## config.mk

```make
export PLATFORM = sky130hd
export DESIGN_NAME = fifo_stream_reader
export DESIGN_NICKNAME = d
export VERILOG_FILES = /design/src/rtl/fifo_stream_reader.sv
export SDC_FILE = /design/constraint.sdc
export NUM_CORES = 1
export LEC_CHECK = 0
export ABC_AREA = 1
export BUFFER_PORTS_ARGS = -buffer_cell sky130_fd_sc_hd__buf_4
export CORE_MARGIN = 2
export CORE_UTILIZATION = 58
export DETAILED_ROUTE_END_ITERATION = 8
export PLACE_DENSITY = 0.84
export SYNTH_ARGS = -nofsm -noshare
export SYNTH_HDL_FRONTEND = slang
export SYNTH_SLANG_ARGS = --single-unit
```

## constraint.sdc

```tcl
create_clock -name CLK -period 2.2 [get_ports CLK]
set_input_delay 0.33 -clock CLK [delete_from_list [all_inputs] [get_ports CLK]]
set_output_delay 0.33 -clock CLK [all_outputs]
set_load 0.01 [all_outputs]
```

## src/rtl/fifo_stream_reader.sv

```systemverilog
// rtl/fifo_stream_reader.sv - FIFO read-side drain into a 2-entry skid buffer with burst framing
module fifo_stream_reader #(
  parameter int WIDTH     = 8,
  parameter int BURST_LEN = 4,
  parameter int CNT_WIDTH = 16
) (
  input  logic                 CLK,
  input  logic                 RST,
  input  logic [WIDTH-1:0]     FIFO_RD_DATA,
  input  logic                 FIFO_EMPTY,
  output logic                 FIFO_RD_INC,
  input  logic                 FLUSH,
  output logic [WIDTH-1:0]     OUT_DATA,
  output logic                 OUT_VALID,
  input  logic                 OUT_READY,
  output logic                 OUT_LAST,
  output logic [CNT_WIDTH-1:0] WORD_CNT
);

  localparam int BEAT_W = (BURST_LEN > 1) ? $clog2(BURST_LEN) : 1;
  localparam logic [BEAT_W-1:0] BEAT_MAX = BEAT_W'(BURST_LEN - 1);

  // Occupancy of the skid buffer
  localparam logic [1:0] ST_EMPTY0 = 2'd0;
  localparam logic [1:0] ST_ONE    = 2'd1;
  localparam logic [1:0] ST_TWO    = 2'd2;

  logic [1:0]        state;
  logic [1:0]        state_nxt;
  logic [WIDTH-1:0]  head_q;
  logic [WIDTH-1:0]  tail_q;
  logic [BEAT_W-1:0] beat;
  logic              pop;
  logic              acc;

  // Pop depends only on registered occupancy and FIFO/flush inputs, never on OUT_READY,
  // so the FIFO pointer logic sees no combinational path from the downstream sink.
  assign pop         = !FIFO_EMPTY && (state != ST_TWO) && !FLUSH;
  assign acc         = OUT_VALID && OUT_READY;
  assign FIFO_RD_INC = pop;
  assign OUT_VALID   = (state != ST_EMPTY0);
  assign OUT_DATA    = head_q;
  assign OUT_LAST    = OUT_VALID && (beat == BEAT_MAX);

  // Next occupancy; flush wins over everything
  always_comb begin
    state_nxt = state;
    if (FLUSH) begin
      state_nxt = ST_EMPTY0;
    end else begin
      case (state)
        ST_EMPTY0: if (pop) state_nxt = ST_ONE;
        ST_ONE: begin
          if (pop && !acc)      state_nxt = ST_TWO;
          else if (!pop && acc) state_nxt = ST_EMPTY0;
        end
        ST_TWO:    if (acc) state_nxt = ST_ONE;
        default:   state_nxt = ST_EMPTY0;
      endcase
    end
  end

  // Occupancy register
  always_ff @(posedge CLK or posedge RST) begin
    if (RST) state <= ST_EMPTY0;
    else     state <= state_nxt;
  end

  // Skid entries: new word lands in the tail, or straight in the head when the head is leaving
  always_ff @(posedge CLK or posedge RST) begin
    if (RST) begin
      head_q <= '0;
      tail_q <= '0;
    end else if (!FLUSH) begin
      case (state)
        ST_EMPTY0: if (pop) head_q <= FIFO_RD_DATA;
        ST_ONE: begin
          if (pop && acc) head_q <= FIFO_RD_DATA;
          else if (pop)   tail_q <= FIFO_RD_DATA;
        end
        ST_TWO:    if (acc) head_q <= tail_q;
        default: ;
      endcase
    end
  end

  // Beat position within the current burst
  always_ff @(posedge CLK or posedge RST) begin
    if (RST) begin
      beat <= '0;
    end else if (FLUSH) begin
      beat <= '0;
    end else if (acc) begin
      if (beat == BEAT_MAX) beat <= '0;
      else                  beat <= beat + BEAT_W'(1);
    end
  end

  // Accepted-word statistics; flush cycles are not counted
  always_ff @(posedge CLK or posedge RST) begin
    if (RST)                WORD_CNT <= '0;
    else if (acc && !FLUSH) WORD_CNT <= WORD_CNT + CNT_WIDTH'(1);
  end

endmodule

```

Word-level counts from Yosys, hierarchy flattened:

Index checks and enable logic that the tools add are counted.
W data, S select, Z words.

* register bits: 36
* memories: 0
* memory bits (read-only): 0
* word-level logic and storage cells: 51
* latch bits: 0
* memory bits (writable): 0

* magnitude comparators: 0
* divide/modulo/power cells: 0
* shift operators: 0
* multiplexer cells: 13
* add/sub/neg operators: 2
* bitwise logic cells: 2
* equal/unequal tests: 10
* reductions and logical operators: 19
* multiply operators: 0

Operators with widths (number)
* $mux W8: 3
* $pmux W8 S3: 1
* $add A16 B1 Y16 const B: 1
* $mux W2: 8
* $logic_and A1 B1 Y1: 8
* $ne A2 B2 Y1 const B: 4
* $ne A3 B3 Y1 const B: 2
* $pmux W2 S3: 1
* $reduce_and A5 Y1: 1
* $eq A2 B2 Y1 const B: 2
* $logic_not A1 Y1: 4
* $ne A4 B4 Y1 const B: 1
* $reduce_and A4 Y1: 1
* $reduce_bool A2 Y1: 2
* $reduce_and A3 Y1: 1
* $reduce_bool A3 Y1: 1
* $add A2 B1 Y2 const B: 1
* $eq A2 B1 Y1 const B: 1
* $logic_not A2 Y1: 1
* $not A1 Y1: 2

Depth between registers and ports, before layout:

Gate-level depths: netlist (run 1).

* depth after elaboration: 9
* mapped depth: 8

Least setup slack after synthesis (run 1):

Ideal clock, no wire load.

* path kind: flip-flop to flip-flop
* start: register WORD_CNT[0]
* end: register WORD_CNT[14]
* stages on the path, launching flop included: 9
* setup slack: 0.789 ns
* period minus slack after synthesis: 1.411 ns
* data arrival time: 1.294 ns
* setup time: 0.117 ns
* path through: dfrtp_1 ha_1 inv_1 nor2_1 nand3_1 nor2_4 nand3_1 nand2_1 nand2_1

* cells in the longest elaborated chain, start to end: 1

Ends and longest elaborated chain
* start, declared: RTL line 17 `output logic [CNT_WIDTH-1:0] WORD_CNT`
* start signal, assigned: RTL line 102 `else if (acc && !FLUSH) WORD_CNT <= WORD_CNT + CNT_WIDTH'(1);`
* $add A16 B1 Y16: RTL line 102

Every way passes these cells.
A chain may end at the register's enable or synchronous reset.

Worst setup path in the final report (run 1):

* start: register state[1]
* end: output FIFO_RD_INC

* cells in the longest elaborated chain, start to end: 3

Ends and longest elaborated chain
* start, declared: RTL line 28 `logic [1:0] state;`
* start signal, assigned: RTL line 66 `else state <= state_nxt;`
* $ne A2 B2 Y1: RTL line 38 `assign pop = !FIFO_EMPTY && (state != ST_TWO) && !FLUSH;`
* $logic_and A1 B1 Y1 (2 in series): RTL line 38
* end, declared: RTL line 11 `output logic FIFO_RD_INC,`

Every way passes these cells.

==> results.py, run 1 <==
metrics = {
    "critical_path": {
        "worst_setup_path_start_kind": "flip-flop",
        "cp_cell_sequence": "inv_2 > nor2_4 > nor2_2 > buf_4",
        "crit_required_ns": 1.87,
        "cp_max_fo": 14,
        "cpMaxStageDelayCell": "dfrtp_1",
        "criticalPathCategory": "reg2out",
        "cp_top_family": "flip-flops",
        "arrival_ns": 1.42,
        "cp_num_buf_inv": 2,
        "rr_worst_depth": 6,
        "end_kind": "output pin",
        "slowest_delay_ns": 0.47,
        "cp.depth": 4,
    },
    "run_status": {
        "status": "completed",
    },
    "routing": {
        "via_per_inst": 5.01,
        "vias": 1602,
        "drc": 0,
        "initialDrtViolationCount": 133,
        "ant_nets": 0,
        "wl_mm": 3.57,
        "drt-pass1-iter-count": 4,
        "wl_per_cell_um": 11.2,
    },
    "cells_and_area": {
        "layout.filler_cells": 232,
        "area_growth_syn_to_layout_pct": 23.6,
        "final_net_count": 290,
        "n_antenna_cell": 0,
        "fin_util": 0.752,
        "fin_area_sq_um": 2280,
        "drive_above_1_share": 0.239,
        "final_cells": 320,
    },
    "synth": {
        "synth.distinct_cells": 28,
        "synth.top_cell.area_share": 0.489,
        "ys_warn_count": 0,
        "ys_seq_area_frac": 0.489,
        "avgSynthCellArea_sq_um": 8.01,
        "synth.most_common_cell": "nand2_1",
        "synthFlopType": "dfrtp_1",
        "synth_area_sq_um": 1840,
        "synthCells": 230,
        "ys_seq_elements": 36,
        "synth_edf_count": 0,
        "synth_nets": 245,
        "netlist_top_cells_area": "dfrtp_1 49%, nand2_1 16%, inv_1 4.9%",
        "synth_commonest_cells": "81 x nand2_1, 36 x dfrtp_1, 24 x inv_1",
        "synth_area_leader_cell": "dfrtp_1",
        "ys_async_sr_fraction": 1.00,
    },
    "timing": {
        "skew_ns": 0.0109,
        "hold_slack_ns": 0.0662,
        "finalSetupTns_ns": 0,
        "fmax_ghz": 0.572,
        "report.final.hold_viol_count": 0,
        "rsz0062_at_grt": "no",
        "final_max_slew_viol_count": 0,
        "slew_headroom": 0.705,
        "worstMarginPinSlew_ns": 0.443,
        "fin_crit_ns": 1.75,
        "finalSetupViolCount": 0,
        "finalCritPeriodShare": 0.795,
    },
    "place": {
        "dp.cells": 312,
        "numPortBuffers": 39,
        "place_hpwl_mm": 2.60,
        "placed_area_sq_um": 2180,
        "gp_congestion": 0.843,
    },
    "power_and_ir_drop": {
        "sequentialPowerShare": 0.458,
        "clockPowerShare": 0.237,
        "swShare": 0.332,
        "p_int_uw": 1490,
        "p_per_area_nw_per_um2": 976,
        "comb_power_share": 0.305,
        "power.switching_uw": 737,
        "leakagePower_uw": 0.00119,
        "peakVddDrop_mv": 0.562,
    },
    "floorplan": {
        "die-area_sq_um": 3640,
        "core_sq_um": 3030,
        "die_w_um": 60.4,
        "die_y_um": 60.4,
        "pin_count": 40,
        "initial_core_util": 0.609,
        "rows": 20,
    },
    "hold_path": {
        "min_path_type": "in2async",
    },
    "clock_tree": {
        "root_buffer": "clkbuf_4",
        "cts.sinks": 36,
        "cts_hold_buf": 0,
        "htree_num_levels": 2,
        "cts_buffers": 5,
        "cts_resized": 0,
        "cts_tree": "yes",
        "clockBufferDepth": 2,
        "cts_setup_buffers": 0,
        "clock_latency_ns": 0.35,
        "clkTransAtPathRegs_ns": 0.12,
    },
    "global_routing": {
        "first_global_vias": 1436,
        "track_usage": 0.228,
        "overflow": 0,
        "antenna_found_initial": 0,
        "grt_pass1_wl_mm": 6.17,
        "grt_max_degree": 37,
    },
    "run": {
        "maxCapViolCount": 0,
    },
}
==> layout make-up <==
cell class	instances	area [sq um]	share of cell area
sequential	36	901	0.396
clock inverter	1	30.0	0.0132
timing repair buffer	40	300	0.132
multi-input combinational	163	812	0.357
tap	44	55.1	0.0242
clock buffer	7	65.1	0.0286
inverter	29	114	0.0500
==> power by group through the flow <==
stage	Combinational (uW)	Sequential, uW	Clock (uW)
finish	678	1020	527
global route	770	1050	569
CTS	685	1020	533
detailed placement	683	1020	0
global placement	669	1020	0
floorplan	349	1060	0
==> placed cells by master, fill, tap and decap left out, drive strengths merged, types with 2 or more instances in the layout <==
master,instances
nand2,84
buf,40
dfrtp,36
inv,28
nor2,25
o21ai,19
nand3,11
clkbuf,7
xor2,5
nand4,5
a21oi,4
xnor2,3
nand3b,2
ha,2
==> worst register-to-register path: cells and delay by family (launching register included) <==
family / cells / cell delay [ns]
buf+inv: 1 / 0.13
compound gates: 1 / 0.04
simple gates: 4 / 0.78
flops: 1 / 0.46
==> final timing paths <==
check | from | to | slack (ns)
max | state[1] | FIFO_RD_INC | 0.45
min | RST | WORD_CNT[11] | 0.07
max reg2reg | state[1] | tail_q[6] | 0.68
min reg2reg | OUT_DATA[1] | OUT_DATA[1] | 0.49
max in group asynchronous | RST | WORD_CNT[0] | 1.81
min in group CLK | FIFO_RD_DATA[7] | tail_q[7] | 0.24
==> metal layers <==
metal	track usage	vias to the layer above	routed length, um
met2	0.376	46	1710
met4	0.0794	0	32
met1	0.289	738	1640
met5	0	-	0
met3	0.0640	4	187
li1	-	814	-
==> sequential cells by signal, summed over array words and instances, names as in the netlist <==
register / count
OUT_DATA: 8
WORD_CNT: 16
beat: 2
state: 2
tail_q: 8
==> cell families (layout without fill, tap and decap cells) <==
group                      Yosys count  after routing  synth area share
AOI/OAI and AO/OA                   25             25            0.0794
xor gates and xnor gates             8              8            0.0380
adders and majority gates            2              2            0.0136
buffers and inverters               31             77            0.0706
DFF                                 36             36             0.489
and+or+nand+nor                    128            128             0.310
==> through the flow <==
| step | worst slack (ns) | total power [uW] |
|---|---|---|
| finish | 0.451 | 2220 |
| CTS | 0.456 | 2240 |
| detailed placement | 0.704 | 1710 |
| global placement | 0.731 | 1690 |
| global route | 0.351 | 2390 |
| floorplan | 0.789 | 1410 |
(Power assumes the default switching activity.)
==> run 2, diff against run 1 <==
--- a/config.mk
+++ b/config.mk
@@ -8,9 +8,9 @@
 export ABC_AREA = 1
 export BUFFER_PORTS_ARGS = -buffer_cell sky130_fd_sc_hd__buf_4
 export CORE_MARGIN = 2
-export CORE_UTILIZATION = 58
+export CORE_UTILIZATION = 48
 export DETAILED_ROUTE_END_ITERATION = 8
-export PLACE_DENSITY = 0.84
+export PLACE_DENSITY = 0.75
 export SYNTH_ARGS = -nofsm -noshare
 export SYNTH_HDL_FRONTEND = slang
 export SYNTH_SLANG_ARGS = --single-unit
==> constraint.sdc (replaced) <==
create_clock -name CLK -period 1.6 [get_ports CLK]
set_input_delay 0.24 -clock CLK [delete_from_list [all_inputs] [get_ports CLK]]
set_output_delay 0.24 -clock CLK [all_outputs]
set_load 0.01 [all_outputs]
==> run 2 against run 1 <==
  * Hold slack got worse by 0.026 ns
  * Combinational power grew 40%
  * Critical path type unchanged
  * Via count unchanged
  * Sequential share of layout area is 0.51 points lower
  * Worst setup slack worse by 0.37 ns
  * Largest cell class unchanged
  * Clock power grew 26%
  * Die area increased by 19%
  * Core utilization is 13 points lower
  * Clock skew down 0.0072 ns
  * Sequential power increased by 36%
==> results.py, run 2 (synthesized netlist as in run 1, its figures left out) <==
metrics = {
    "floorplan": {
        "initial_core_util": 0.500,
        "die-area_sq_um": 4350,
        "core_sq_um": 3690,
        "rows": 22,
        "pin_count": 40,
        "die_y_um": 66.0,
        "die_w_um": 66.0,
    },
    "place": {
        "placed_area_sq_um": 2210,
        "place_hpwl_mm": 2.75,
        "gp_congestion": 0.841,
        "numPortBuffers": 39,
    },
    "cells_and_area": {
        "area_growth_syn_to_layout_pct": 25.2,
        "final_net_count": 293,
        "layout.filler_cells": 337,
        "n_antenna_cell": 0,
        "drive_above_1_share": 0.240,
        "fin_area_sq_um": 2310,
        "final_common_cell": "nand2_1",
        "regMostFlops": "WORD_CNT",
        "largest_register_ffs": 16,
        "final_cell_mix": "81 x nand2_1, 43 x buf_4, 36 x dfrtp_1",
    },
    "timing": {
        "fin_crit_ns": 1.51,
        "slew_headroom": 0.701,
        "finalSetupTns_ns": 0,
        "finalSetupViolCount": 0,
        "rsz0062_at_grt": "no",
        "fmax_ghz": 0.660,
        "skew_ns": 0.00369,
        "final_max_slew_viol_count": 0,
        "finalCritPeriodShare": 0.947,
        "report.final.hold_viol_count": 0,
        "worstMarginPinSlew_ns": 0.448,
    },
    "critical_path": {
        "cp_top_family": "flip-flops",
        "end_kind": "output pin",
        "criticalPathCategory": "reg2out",
        "rrSetupSlack_ns": 0.20,
        "cp.depth": 4,
        "slowest_delay_ns": 0.45,
        "startpoint": "state[1]",
        "crit_required_ns": 1.36,
        "cp_max_fo": 5,
        "rr_worst_depth": 6,
        "cpMaxStageDelayCell": "dfrtp_1",
        "cp_num_buf_inv": 2,
        "r2r_start": "state[1]",
        "cp_cell_sequence": "inv_2 > nor2_4 > nor2_2 > buf_4",
        "r2r_end": "tail_q[7]",
        "arrival_ns": 1.27,
        "worst_setup_path_start_kind": "flip-flop",
        "cp-endpoint": "FIFO_RD_INC",
    },
    "routing": {
        "via_per_inst": 4.90,
        "wl_mm": 3.68,
        "wl_per_cell_um": 11.2,
        "drt-pass1-iter-count": 4,
        "vias": 1602,
        "initialDrtViolationCount": 106,
        "drc": 0,
        "ant_nets": 0,
    },
    "power_and_ir_drop": {
        "comb_power_share": 0.316,
        "swShare": 0.340,
        "p_per_area_nw_per_um2": 1310,
        "leakagePower_uw": 0.00120,
        "sequentialPowerShare": 0.463,
        "peakVddDrop_mv": 0.878,
        "clockPowerShare": 0.221,
        "power.switching_uw": 1020,
        "p_int_uw": 1990,
    },
    "clock_tree": {
        "cts_tree": "yes",
        "cts_setup_buffers": 0,
        "cts_hold_buf": 0,
        "cts_buffers": 5,
        "root_buffer": "clkbuf_8",
        "clkTransAtPathRegs_ns": 0.07,
        "htree_num_levels": 2,
        "clockBufferDepth": 2,
        "clock_latency_ns": 0.29,
        "cts_resized": 0,
        "cts.sinks": 36,
    },
    "run": {
        "maxCapViolCount": 0,
    },
    "global_routing": {
        "track_usage": 0.198,
        "first_global_vias": 1553,
        "grt_pass1_wl_mm": 6.66,
        "antenna_found_initial": 0,
        "grt_max_degree": 37,
        "overflow": 0,
    },
    "run_status": {
        "status": "completed",
    },
    "hold_path": {
        "min_path_type": "in2async",
    },
}
==> run 2: layer usage <==
metal	vias up	GRT usage	part of all wire
met1	739	0.250	0.47
met2	37	0.327	0.48
met3	4	0.0579	0.045
met4	0	0.0612	0.011
li1	822	-	-
met5	-	0	0
==> run 2: worst min-delay path: cells and delay by family <==
kind / cells / cell delay (ns)
buffers and inverters: 3 / 0.53
==> run 2: worst min-delay path by stage <==
stage / from / to / slack [ns] / cells after the start
finish: RST / WORD_CNT[15] / 0.04 / 3
global route: RST / OUT_DATA[3] / 0.1 / 3
CTS: RST / WORD_CNT[11] / 0.06 / 3
detailed placement: RST / OUT_DATA[1] / 0.38 / 3
global placement: RST / WORD_CNT[11] / 0.38 / 3
floorplan: FIFO_RD_DATA[1] / tail_q[1] / 0.39 / 2
==> run 2: through the flow <==
stage	hold slack [ns]	utilization	total power, uW	cells	setup slack [ns]
6_report	0.0406	0.626	3010	327	0.0855
3_5_place_dp	0.379	0.599	2360	319	0.114
2_1_floorplan	0.386	-	1930	230	0.189
3_3_place_gp	0.380	0.599	2320	319	0.195
5_1_grt	0.0969	0.626	3250	327	0.0298
4_1_cts	0.0562	0.623	3040	327	0.103
==> run 2: area by class of cell <==
type / instances / area (sq um) / area share
multi-input combinational: 163 / 820 / 0.355
tap: 48 / 60.1 / 0.0260
inverter: 29 / 114 / 0.0493
timing repair buffer: 43 / 323 / 0.140
sequential: 36 / 901 / 0.390
clock buffer: 8 / 90.1 / 0.0390
==> run 2: power groups by stage <==
| stage | clock (uW) | combinational, uW | sequential [uW] |
|---|---|---|---|
| 6_report | 665 | 952 | 1390 |
| 5_1_grt | 731 | 1080 | 1440 |
| 4_1_cts | 692 | 960 | 1390 |
| 3_5_place_dp | 0 | 955 | 1400 |
| 3_3_place_gp | 0 | 926 | 1400 |
| 2_1_floorplan | 0 | 480 | 1450 |
